File: config.mk
export PLATFORM = sky130hd
export DESIGN_NAME = prog_div_fsm
export DESIGN_NICKNAME = d
export VERILOG_FILES = /design/src/rtl/prog_div_pkg.sv /design/src/rtl/prog_div_counter.sv /design/src/rtl/prog_div_fsm.sv
export SDC_FILE = /design/constraint.sdc
export NUM_CORES = 1
export LEC_CHECK = 0
export CORE_ASPECT_RATIO = 0.9
export CORE_MARGIN = 1.5
export CORE_UTILIZATION = 61
export CTS_CLUSTER_SIZE = 24
export DETAILED_ROUTE_END_ITERATION = 8
export GPL_TIMING_DRIVEN = 0
export PLACE_DENSITY = 0.84
export SLEW_MARGIN = 20
export SYNTH_ARGS = -nofsm -noshare
export SYNTH_HDL_FRONTEND = slang
export SYNTH_SLANG_ARGS = --single-unit
File: constraint.sdc
create_clock -name clk -period 4.2 [get_ports clk]
set_input_delay 0.84 -clock clk [delete_from_list [all_inputs] [get_ports clk]]
set_output_delay 0.84 -clock clk [all_outputs]
set_load 0.01 [all_outputs]
File: src/rtl/prog_div_pkg.sv
// Shared definitions for the programmable clock-enable divider:
// FSM state encoding and the smallest legal divisor.
package prog_div_pkg;

  // Controller states; the numeric values are fixed so that
  // waveform viewers and other blocks decode them consistently.
  typedef enum logic [1:0] {
    IDLE     = 2'b00,
    RUN      = 2'b01,
    RUN_PEND = 2'b10
  } state_e;

  // Smallest divisor that still produces a distinct tick each period.
  // Requests below this are raised to it when they are accepted.
  localparam int unsigned MIN_DIV = 32'd2;

endpackage

File: src/rtl/prog_div_counter.sv
// Mod-N up-counter used as the period timer of prog_div_fsm.
// Counts 0..last, wraps to 0 after 'last', and holds when disabled.
// 'clr' takes priority over 'en' and forces the count back to 0.
// 'wrap' is high while the count sits on its terminal value.
module prog_div_counter #(
  parameter int CNT_W = 8
) (
  input  logic             clk,
  input  logic             reset,
  input  logic             clr,
  input  logic             en,
  input  logic [CNT_W-1:0] last,
  output logic [CNT_W-1:0] cnt,
  output logic             wrap
);

  logic [CNT_W-1:0] cnt_r;

  // Period count register: clear, wrap at terminal value, or increment.
  always_ff @(posedge clk) begin
    if (reset) begin
      cnt_r <= '0;
    end else if (clr) begin
      cnt_r <= '0;
    end else if (en) begin
      if (cnt_r == last) begin
        cnt_r <= '0;
      end else begin
        cnt_r <= cnt_r + CNT_W'(1'b1);
      end
    end else begin
      cnt_r <= cnt_r;
    end
  end

  assign cnt  = cnt_r;
  assign wrap = (cnt_r == last);

endmodule

File: src/rtl/prog_div_fsm.sv
// Runtime-programmable clock-enable divider.
// Emits a one-cycle tick on the last count of every period, and drives
// led either with the tick (mode=0) or with a square wave (mode=1).
// A new divisor is offered through a valid/ready handshake
// (div_load / div_ready). While the block is running, the new divisor
// is held pending and only takes effect at the next period boundary,
// so a period is never cut short.
// Divisors 0 and 1 are raised to 2 when they are accepted.
// Build option: define PROG_DIV_ERR_EN to add the sticky div_err flag,
// which records that an illegal divisor was ever accepted.
module prog_div_fsm
  import prog_div_pkg::*;
#(
  parameter int CNT_W       = 8,
  parameter int DEFAULT_DIV = 4
) (
  input  logic             clk,
  input  logic             reset,
  input  logic             en,
  input  logic             mode,
  input  logic             div_load,
  input  logic [CNT_W-1:0] div_value,
  output logic             div_ready,
  output logic             tick,
  output logic             led
`ifdef PROG_DIV_ERR_EN
  ,
  output logic             div_err
`endif
);

  state_e           state_r;
  state_e           state_nxt_s;
  logic [CNT_W-1:0] div_cur_r;
  logic [CNT_W-1:0] div_pend_r;
  logic             mode_r;

  logic [CNT_W-1:0] cnt_s;
  logic             wrap_s;
  logic [CNT_W-1:0] last_s;
  logic             running_s;
  logic             clr_s;

  logic             accept_s;
  logic             illegal_s;
  logic [CNT_W-1:0] clamped_s;
  logic             load_cur_s;
  logic [CNT_W-1:0] cur_val_s;
  logic             load_pend_s;

  logic             tick_s;
  logic             led_s;
  logic             ready_s;

  // div_cur_r is never below MIN_DIV, so subtracting one cannot underflow.
  assign last_s    = div_cur_r - CNT_W'(1'b1);
  assign running_s = (state_r != IDLE);

  // While idle the count is held at 0. Dropping en also returns the count
  // to 0, so a partial period never produces a tick.
  assign clr_s     = (!running_s) || (!en);

  // A request is taken whenever the block is ready for it.
  // Illegal divisors are raised to MIN_DIV at this point.
  assign accept_s  = div_load && ready_s;
  assign illegal_s = (div_value < CNT_W'(MIN_DIV));
  assign clamped_s = illegal_s ? CNT_W'(MIN_DIV) : div_value;

  prog_div_counter #(
    .CNT_W (CNT_W)
  ) u_counter (
    .clk   (clk),
    .reset (reset),
    .clr   (clr_s),
    .en    (running_s),
    .last  (last_s),
    .cnt   (cnt_s),
    .wrap  (wrap_s)
  );

  // FSM state register.
  always_ff @(posedge clk) begin
    if (reset) begin
      state_r <= IDLE;
    end else begin
      state_r <= state_nxt_s;
    end
  end

  // Next-state logic. It also decides when the active divisor and the
  // pending divisor registers are written.
  always_comb begin
    state_nxt_s = state_r;
    load_cur_s  = 1'b0;
    cur_val_s   = div_cur_r;
    load_pend_s = 1'b0;
    case (state_r)
      IDLE: begin
        // No period is in progress, so a new divisor takes effect at once.
        if (accept_s) begin
          load_cur_s = 1'b1;
          cur_val_s  = clamped_s;
        end else begin
          load_cur_s = 1'b0;
        end
        if (en) begin
          state_nxt_s = RUN;
        end else begin
          state_nxt_s = IDLE;
        end
      end
      RUN: begin
        if (!en) begin
          // Stopping: a divisor accepted in this same cycle is applied
          // as the block enters IDLE.
          state_nxt_s = IDLE;
          if (accept_s) begin
            load_cur_s = 1'b1;
            cur_val_s  = clamped_s;
          end else begin
            load_cur_s = 1'b0;
          end
        end else if (accept_s) begin
          // Park the request. Even if this cycle is itself a wrap, the
          // new divisor waits for the following wrap.
          load_pend_s = 1'b1;
          state_nxt_s = RUN_PEND;
        end else begin
          state_nxt_s = RUN;
        end
      end
      RUN_PEND: begin
        // The pending divisor is applied at the end of the current period,
        // or immediately if the block is stopped.
        if ((!en) || wrap_s) begin
          load_cur_s = 1'b1;
          cur_val_s  = div_pend_r;
          if (en) begin
            state_nxt_s = RUN;
          end else begin
            state_nxt_s = IDLE;
          end
        end else begin
          state_nxt_s = RUN_PEND;
        end
      end
      default: begin
        // Unused encoding: return to a known safe state.
        state_nxt_s = IDLE;
      end
    endcase
  end

  // Registers for the active divisor, the pending divisor and the
  // led mode.
  always_ff @(posedge clk) begin
    if (reset) begin
      div_cur_r  <= CNT_W'(DEFAULT_DIV);
      div_pend_r <= '0;
      mode_r     <= 1'b0;
    end else begin
      mode_r <= mode;
      if (load_cur_s) begin
        div_cur_r <= cur_val_s;
      end else begin
        div_cur_r <= div_cur_r;
      end
      if (load_pend_s) begin
        div_pend_r <= clamped_s;
      end else begin
        div_pend_r <= div_pend_r;
      end
    end
  end

  // Output decode. It uses only registered state, count, divisor and
  // mode, so no input reaches an output combinationally.
  always_comb begin
    tick_s  = 1'b0;
    led_s   = 1'b0;
    ready_s = 1'b1;
    if (running_s) begin
      tick_s = wrap_s;
    end else begin
      tick_s = 1'b0;
    end
    if (mode_r) begin
      // Square wave: high for the first floor(div/2) counts of each period.
      led_s = running_s && (cnt_s < (div_cur_r >> 1));
    end else begin
      led_s = tick_s;
    end
    if (state_r == RUN_PEND) begin
      ready_s = 1'b0;
    end else begin
      ready_s = 1'b1;
    end
  end

  assign tick      = tick_s;
  assign led       = led_s;
  assign div_ready = ready_s;

`ifdef PROG_DIV_ERR_EN
  logic div_err_r;

  // Sticky flag: set when an illegal divisor is accepted, cleared only
  // by reset.
  always_ff @(posedge clk) begin
    if (reset) begin
      div_err_r <= 1'b0;
    end else if (accept_s && illegal_s) begin
      div_err_r <= 1'b1;
    end else begin
      div_err_r <= div_err_r;
    end
  end

  assign div_err = div_err_r;
`endif

endmodule

==> impl_metrics.env, run 1 <==
export IMPL_postRouteWirelength_mm=3.51
export IMPL_max_vdd_ir_drop_mv=0.229
export IMPL_synth_cell_area_um2=1650
export IMPL_worst_path_max_fanout=6
export IMPL_setup_total_negative_slack_ps=0
export IMPL_numCtsBuffers=3
export IMPL_synth_fp_nets=220
export IMPL_diodes=0
export IMPL_yosysUniqueCellTypes=47
export IMPL_maxCapViolCount=0
export IMPL_reg2reg_from="div_cur_r[1]$_SDFFE_PP0P_"
export IMPL_synth_area_per_cell_um2=8.27
export IMPL_finalCriticalPeriod_ps=3940
export IMPL_total_power_density_per_cell_area_nw_per_um2=261
export IMPL_coreArea_um2=2510
export IMPL_grt_setup_unrepaired="no"
export IMPL_netlist_area_leader_share_pct=32.8
export IMPL_crit_path_end_kind="output pin"
export IMPL_pwr_share_clk_pct=23.5
export IMPL_root_buffer="clkbuf_4"
export IMPL_worst_slew_margin_rel_pct=34.1
export IMPL_vias=1423
export IMPL_io_buffers=14
export IMPL_grt_pass1_vias=1321
export IMPL_clock_skew_ps=5.87
export IMPL_grt_usage_pct=25.5
export IMPL_floorplan_io_pins=16
export IMPL_final_hold_viol_count=0
export IMPL_yosysWarnings=0
export IMPL_overflow=0
export IMPL_synth_seq_area_share_pct=32.8
export IMPL_grt_pass1_wl_mm=5.90
export IMPL_synth_enable_flop_cells=0
export IMPL_routedWlPerCell_um=14.3
export IMPL_power_mw=0.483
export IMPL_drive_gt1_share_pct=8.29
export IMPL_synthCells=199
export IMPL_cts_setup_buffers=0
export IMPL_asyncSetResetFlopFracSynth_pct=0
export IMPL_synth_area_leaders="dfxtp_1 33%, ha_1 6.1%, nor2_1 5.7%, nand2_1 4.6%, mux2i_1 4.3%"
export IMPL_post_drt_via_cell_ratio=5.81
export IMPL_cp_startpoint="div_cur_r[0]$_SDFFE_PP0P_"
export IMPL_synth_largest_area_cell="dfxtp_1"
export IMPL_internal_power_mw=0.345
export IMPL_power_share_switching_pct=28.6
export IMPL_layout_cells_most_common="dfxtp_1"
export IMPL_postLayoutCellArea_um2=1850
export IMPL_fin_ws_ps=256
export IMPL_synth_ff_type="dfxtp_1"
export IMPL_cellLeakagePower_nw=0.688
export IMPL_ys_seq_elements=27
export IMPL_timing_worst_setup_path_type="flip-flop to output pin"
export IMPL_drcViolationCount=0
export IMPL_achievable_frequency_mhz=254
export IMPL_numClockSinks=27
export IMPL_cts_clk_slew_worst_paths_ps=150
export IMPL_dpl_cell_area_um2=1820
export IMPL_pin_count_of_the_biggest_net_entering_global_routing=16
export IMPL_worst_hold_path_type="flip-flop to flip-flop"
export IMPL_finalCritPeriodShare_pct=93.9
export IMPL_post_cts_resized=0
export IMPL_layout_nets=239
export IMPL_dp_hpwl_mm=2.81
export IMPL_max_clock_path_buffers=2
export IMPL_die_area_um2=3020
export IMPL_final_max_slew_violation_count=0
export IMPL_cts_tree="done"
export IMPL_routabilityCongestion=0.858
export IMPL_area_growth_syn_to_layout_pct=12.3
export IMPL_timing_critical_path_from_type="flip-flop"
export IMPL_critical_path_required_ps=3360
export IMPL_arrival_ps=3100
export IMPL_drtAntennaViolNets=0
export IMPL_dieWidth_um=57.8
export IMPL_holdBufCountCts=0
export IMPL_preCtsSetupSlack_ps=629
export IMPL_floorplan_initialDensity_pct=65.6
export IMPL_placementRows=17
export IMPL_dieHeight_um=52.3
export IMPL_worst_skew_pair_late_latency_ps=330
export IMPL_comb_power_share_pct=19.6
export IMPL_tightest_slew_ps=986
export IMPL_drt_pass1_iterations=4
export IMPL_timing_final_setup_violations=0
export IMPL_grt_antenna_before_repair=0
export IMPL_share_seq_of_total_power_pct=56.9
export IMPL_layout_cells_most_common_list="27 x dfxtp_1, 25 x nor2_1, 20 x nand2_1, 14 x clkdlybuf4s50_1"
export IMPL_drt_first_iter_violations=77
export IMPL_finalHoldWorstSlack_ps=467
export IMPL_ctsHtreeMaxLevel=1
export IMPL_outcome="complete, no violations"
export IMPL_power_net_switching_mw=0.138
export IMPL_hold_path_startpoint="div_pend_r[0]$_SDFFE_PP0P_"
==> registers in the layout (all words and copies together), names as in the netlist <==
register	flops
div_cur_r	8
u_counter.cnt	8
div_pend_r	8
mode_r	1
state_r	2
==> synthesized netlist by cell type, types with 4 or more instances <==
cell type,number
xnor2_1,7
a21oi_1,13
ha_1,8
nor2_1,25
inv_1,13
nor2b_1,4
o21ai_1,7
dfxtp_1,27
mux2i_1,7
xor2_1,8
nand3_1,5
nand2_1,20
o31ai_1,6
==> routing by layer <==
metal | vias to the layer above | global-route usage (%) | share of wire (%)
li1 | 732 | - | -
met1 | 664 | 33.2 | 48
met2 | 25 | 42.4 | 47
met3 | 2 | 6.17 | 4.1
met4 | 0 | 6.59 | 0.48
met5 | - | 0 | 0
==> worst paths after layout <==
| path | cells past startpoint | slack, ps | to |
|---|---|---|---|
| worst min register to register | 2 | 470 | div_pend_r[0]$_SDFFE_PP0P_ |
| worst min-delay path | 2 | 470 | div_pend_r[0]$_SDFFE_PP0P_ |
| worst max register to register | 8 | 1630 | div_cur_r[0]$_SDFFE_PP0P_ |
| worst max-delay path | 6 | 260 | led |
==> per-stage QoR <==
stage / util (%) / std cells
floorplan: - / 199
global placement: 72.6 / 241
detailed placement: 72.6 / 241
CTS: 73.7 / 245
global route: 73.7 / 245
finish: 73.7 / 245
==> cells by family after synthesis <==
kind of cell | after synthesis | synth area share [%]
xor gates and xnor gates | 15 | 7.98
and+or+nand+nor | 75 | 23.3
muxes | 7 | 4.26
DFF | 27 | 32.8
AOI/OAI and AO/OA | 46 | 19.8
buffers and inverters | 21 | 5.77
adders and majority gates | 8 | 6.08
==> power by group through the flow <==
stage	registers (mW)	logic, mW	clock network (mW)
2_1_floorplan	0.278	0.0648	0
3_3_place_gp	0.280	0.0888	0
3_5_place_dp	0.280	0.0931	0
4_1_cts	0.275	0.0938	0.116
5_1_grt	0.276	0.104	0.125
6_report	0.275	0.0945	0.113
==> area by class of cell <==
cell class	count	area [um^2]
sequential	27	541
timing repair buffer	14	140
buffer	8	46.3
fill	204	661
tap	28	35.0
inverter	13	48.8
multi-input combinational	151	1010
clock buffer	3	22.5
clock inverter	1	5.00
==> critical path: stages, from the launching register on <==
cell and delay, ps:
dfxtp_1 390, or4_4 590, or4_4 530, a2111oi_4 440, nand2_1 130, o22ai_1 160
clkdlybuf4s50_1 550
Power figures use the tool's default switching activity.
==> run 2, diff against run 1 <==
CTS_CLUSTER_SIZE = 16   (was 24)
clock period = 4.9 ns   (was 4.2 ns; I/O delays follow)
==> results of run 2 <==
Same layout as run 1 (identical final DEF). Status: complete, no violations.
Among the figures that moved: setup slack after placement 629 ps -> 1190 ps; setup slack after layout 256 ps -> 816 ps; register-to-register setup slack 1630 ps -> 2330 ps; total power 0.483 mW -> 0.414 mW; worst IR drop on VDD 0.229 mV -> 0.196 mV
==> run 3, diff against run 2 <==
CORE_UTILIZATION = 56   (was 61)
PLACE_DENSITY = 0.78   (was 0.84)
clock period = 3.93 ns   (was 4.9 ns; I/O delays follow)
==> impl_metrics.env, run 3 (same netlist as run 1, synthesis figures left out) <==
export IMPL_clock_skew_ps=13.1
export IMPL_cts_tree="done"
export IMPL_layout_nets=242
export IMPL_power_mw=0.519
export IMPL_worst_slew_margin_rel_pct=38.0
export IMPL_final_max_slew_violation_count=0
export IMPL_ctsHtreeMaxLevel=1
export IMPL_critical_path_required_ps=3140
export IMPL_dieHeight_um=54.4
export IMPL_die_area_um2=3270
export IMPL_setup_total_negative_slack_ps=0
export IMPL_drt_pass1_iterations=4
export IMPL_cellLeakagePower_nw=0.722
export IMPL_multi_input_area_um2=1010
export IMPL_grt_setup_unrepaired="no"
export IMPL_grt_pass1_wl_mm=5.65
export IMPL_routabilityCongestion=0.791
export IMPL_sequential_cell_area_um2=542
export IMPL_overflow=0
export IMPL_layout_cells_most_common="dfxtp_1"
export IMPL_timing_worst_setup_path_type="flip-flop to output pin"
export IMPL_floorplan_initialDensity_pct=59.4
export IMPL_layout_cells_most_common_list="26 x dfxtp_1, 25 x nor2_1, 20 x nand2_1"
export IMPL_drtAntennaViolNets=0
export IMPL_timing_critical_path_from_type="flip-flop"
export IMPL_area_growth_syn_to_layout_pct=14.8
export IMPL_crit_path_end_kind="output pin"
export IMPL_total_power_density_per_cell_area_nw_per_um2=274
export IMPL_root_buffer="clkbuf_4"
export IMPL_maxCapViolCount=0
export IMPL_holdBufCountCts=0
export IMPL_numCtsBuffers=3
export IMPL_dieWidth_um=60.2
export IMPL_postLayoutCellArea_um2=1890
export IMPL_finalCritPeriodShare_pct=95.3
export IMPL_io_buffers=14
export IMPL_achievable_frequency_mhz=267
export IMPL_arrival_ps=2960
export IMPL_vias=1439
export IMPL_fin_ws_ps=185
export IMPL_grt_antenna_before_repair=0
export IMPL_diodes=0
export IMPL_preCtsSetupSlack_ps=417
export IMPL_postRouteWirelength_mm=3.44
export IMPL_drive_gt1_share_pct=10.0
export IMPL_grt_usage_pct=23.0
export IMPL_pin_count_of_the_biggest_net_entering_global_routing=16
export IMPL_fillers=256
export IMPL_max_clock_path_buffers=2
export IMPL_regToRegSetupSlack_ps=1330
export IMPL_worst_skew_pair_late_latency_ps=340
export IMPL_dpl_cell_area_um2=1840
export IMPL_placementRows=18
export IMPL_drt_first_iter_violations=67
export IMPL_final_hold_viol_count=0
export IMPL_dp_hpwl_mm=2.69
export IMPL_numClockSinks=27
export IMPL_post_drt_via_cell_ratio=5.53
export IMPL_drcViolationCount=0
export IMPL_floorplan_io_pins=16
export IMPL_routedWlPerCell_um=13.2
export IMPL_timing_final_setup_violations=0
export IMPL_worst_path_max_fanout=8
export IMPL_finalCriticalPeriod_ps=3740
export IMPL_grt_pass1_vias=1321
export IMPL_worst_hold_path_type="flip-flop to flip-flop"
export IMPL_outcome="complete, no violations"
export IMPL_max_vdd_ir_drop_mv=0.259
export IMPL_coreArea_um2=2770
export IMPL_tightest_slew_ps=927
export IMPL_cts_clk_slew_worst_paths_ps=160
## run 3: changes by cell type in the layout (fill, tap and decap cells not counted)
cell and delta:
buf_4 +3, clkdlybuf4s50_1 -1, dfxtp_1 -1, dfxtp_2 +1, dlymetal6s2s_1 +1
## run 3: critical path, cell delays in order, from the launching register on
cell,delay [ps]
dfxtp_1,330
buf_6,130
or4_4,500
or4_4,530
a2111oi_4,430
nand2_1,120
inv_1,70
clkdlybuf4s50_1,530
## run 3: cell type report
class | count | share of cell area [%]
multi-input combinational | 151 | 53.5
clock buffer | 3 | 1.19
clock inverter | 1 | 0.265
timing repair buffer | 17 | 8.74
inverter | 13 | 2.58
sequential | 27 | 28.7
buffer | 8 | 2.45
tap | 40 | 2.65
## run 3: final timing paths
path / from / endpoint / depth (start not counted)
worst max register to register: div_cur_r[2]$_SDFFE_PP1P_ / div_cur_r[1]$_SDFFE_PP0P_ / 7
worst min-delay path: div_pend_r[2]$_SDFFE_PP0P_ / div_pend_r[2]$_SDFFE_PP0P_ / 2
worst max-delay path: div_cur_r[2]$_SDFFE_PP1P_ / tick / 7
worst min register to register: div_pend_r[2]$_SDFFE_PP0P_ / div_pend_r[2]$_SDFFE_PP0P_ / 2
## run 3: what timing repair did
action                                  in CTS  in global routing
setup buffers                                0                  3
gates resized for setup                      0                  2
endpoints found under the setup margin       0                  1
## run 3: report_power, final
group | total (mW) | internal [mW] | switching, mW
Clock | 0.124 | 0.0383 | 0.0861
Combinational | 0.101 | 0.0476 | 0.0536
Sequential | 0.293 | 0.284 | 0.00966
Total | 0.519 | 0.369 | 0.149
## run 3: through the flow
stage / hold WS (ps) / cells / util [%]
final: 467 / 260 / 68.2
after global routing: 486 / 260 / 68.2
after CTS: 467 / 257 / 67.3
after detailed placement: 447 / 253 / 66.3
after global placement: 441 / 253 / 66.3
after floorplan: 436 / 199 / -
## run 3: per-layer routing
layer  global-route usage (%)  up-vias  part of all wire (%)
met4                     5.56        0                   1.2
li1                         -      739                     -
met3                     5.91        4                   4.2
met1                     28.4      669                    46
met5                        0        -                     0
met2                     40.0       27                    48
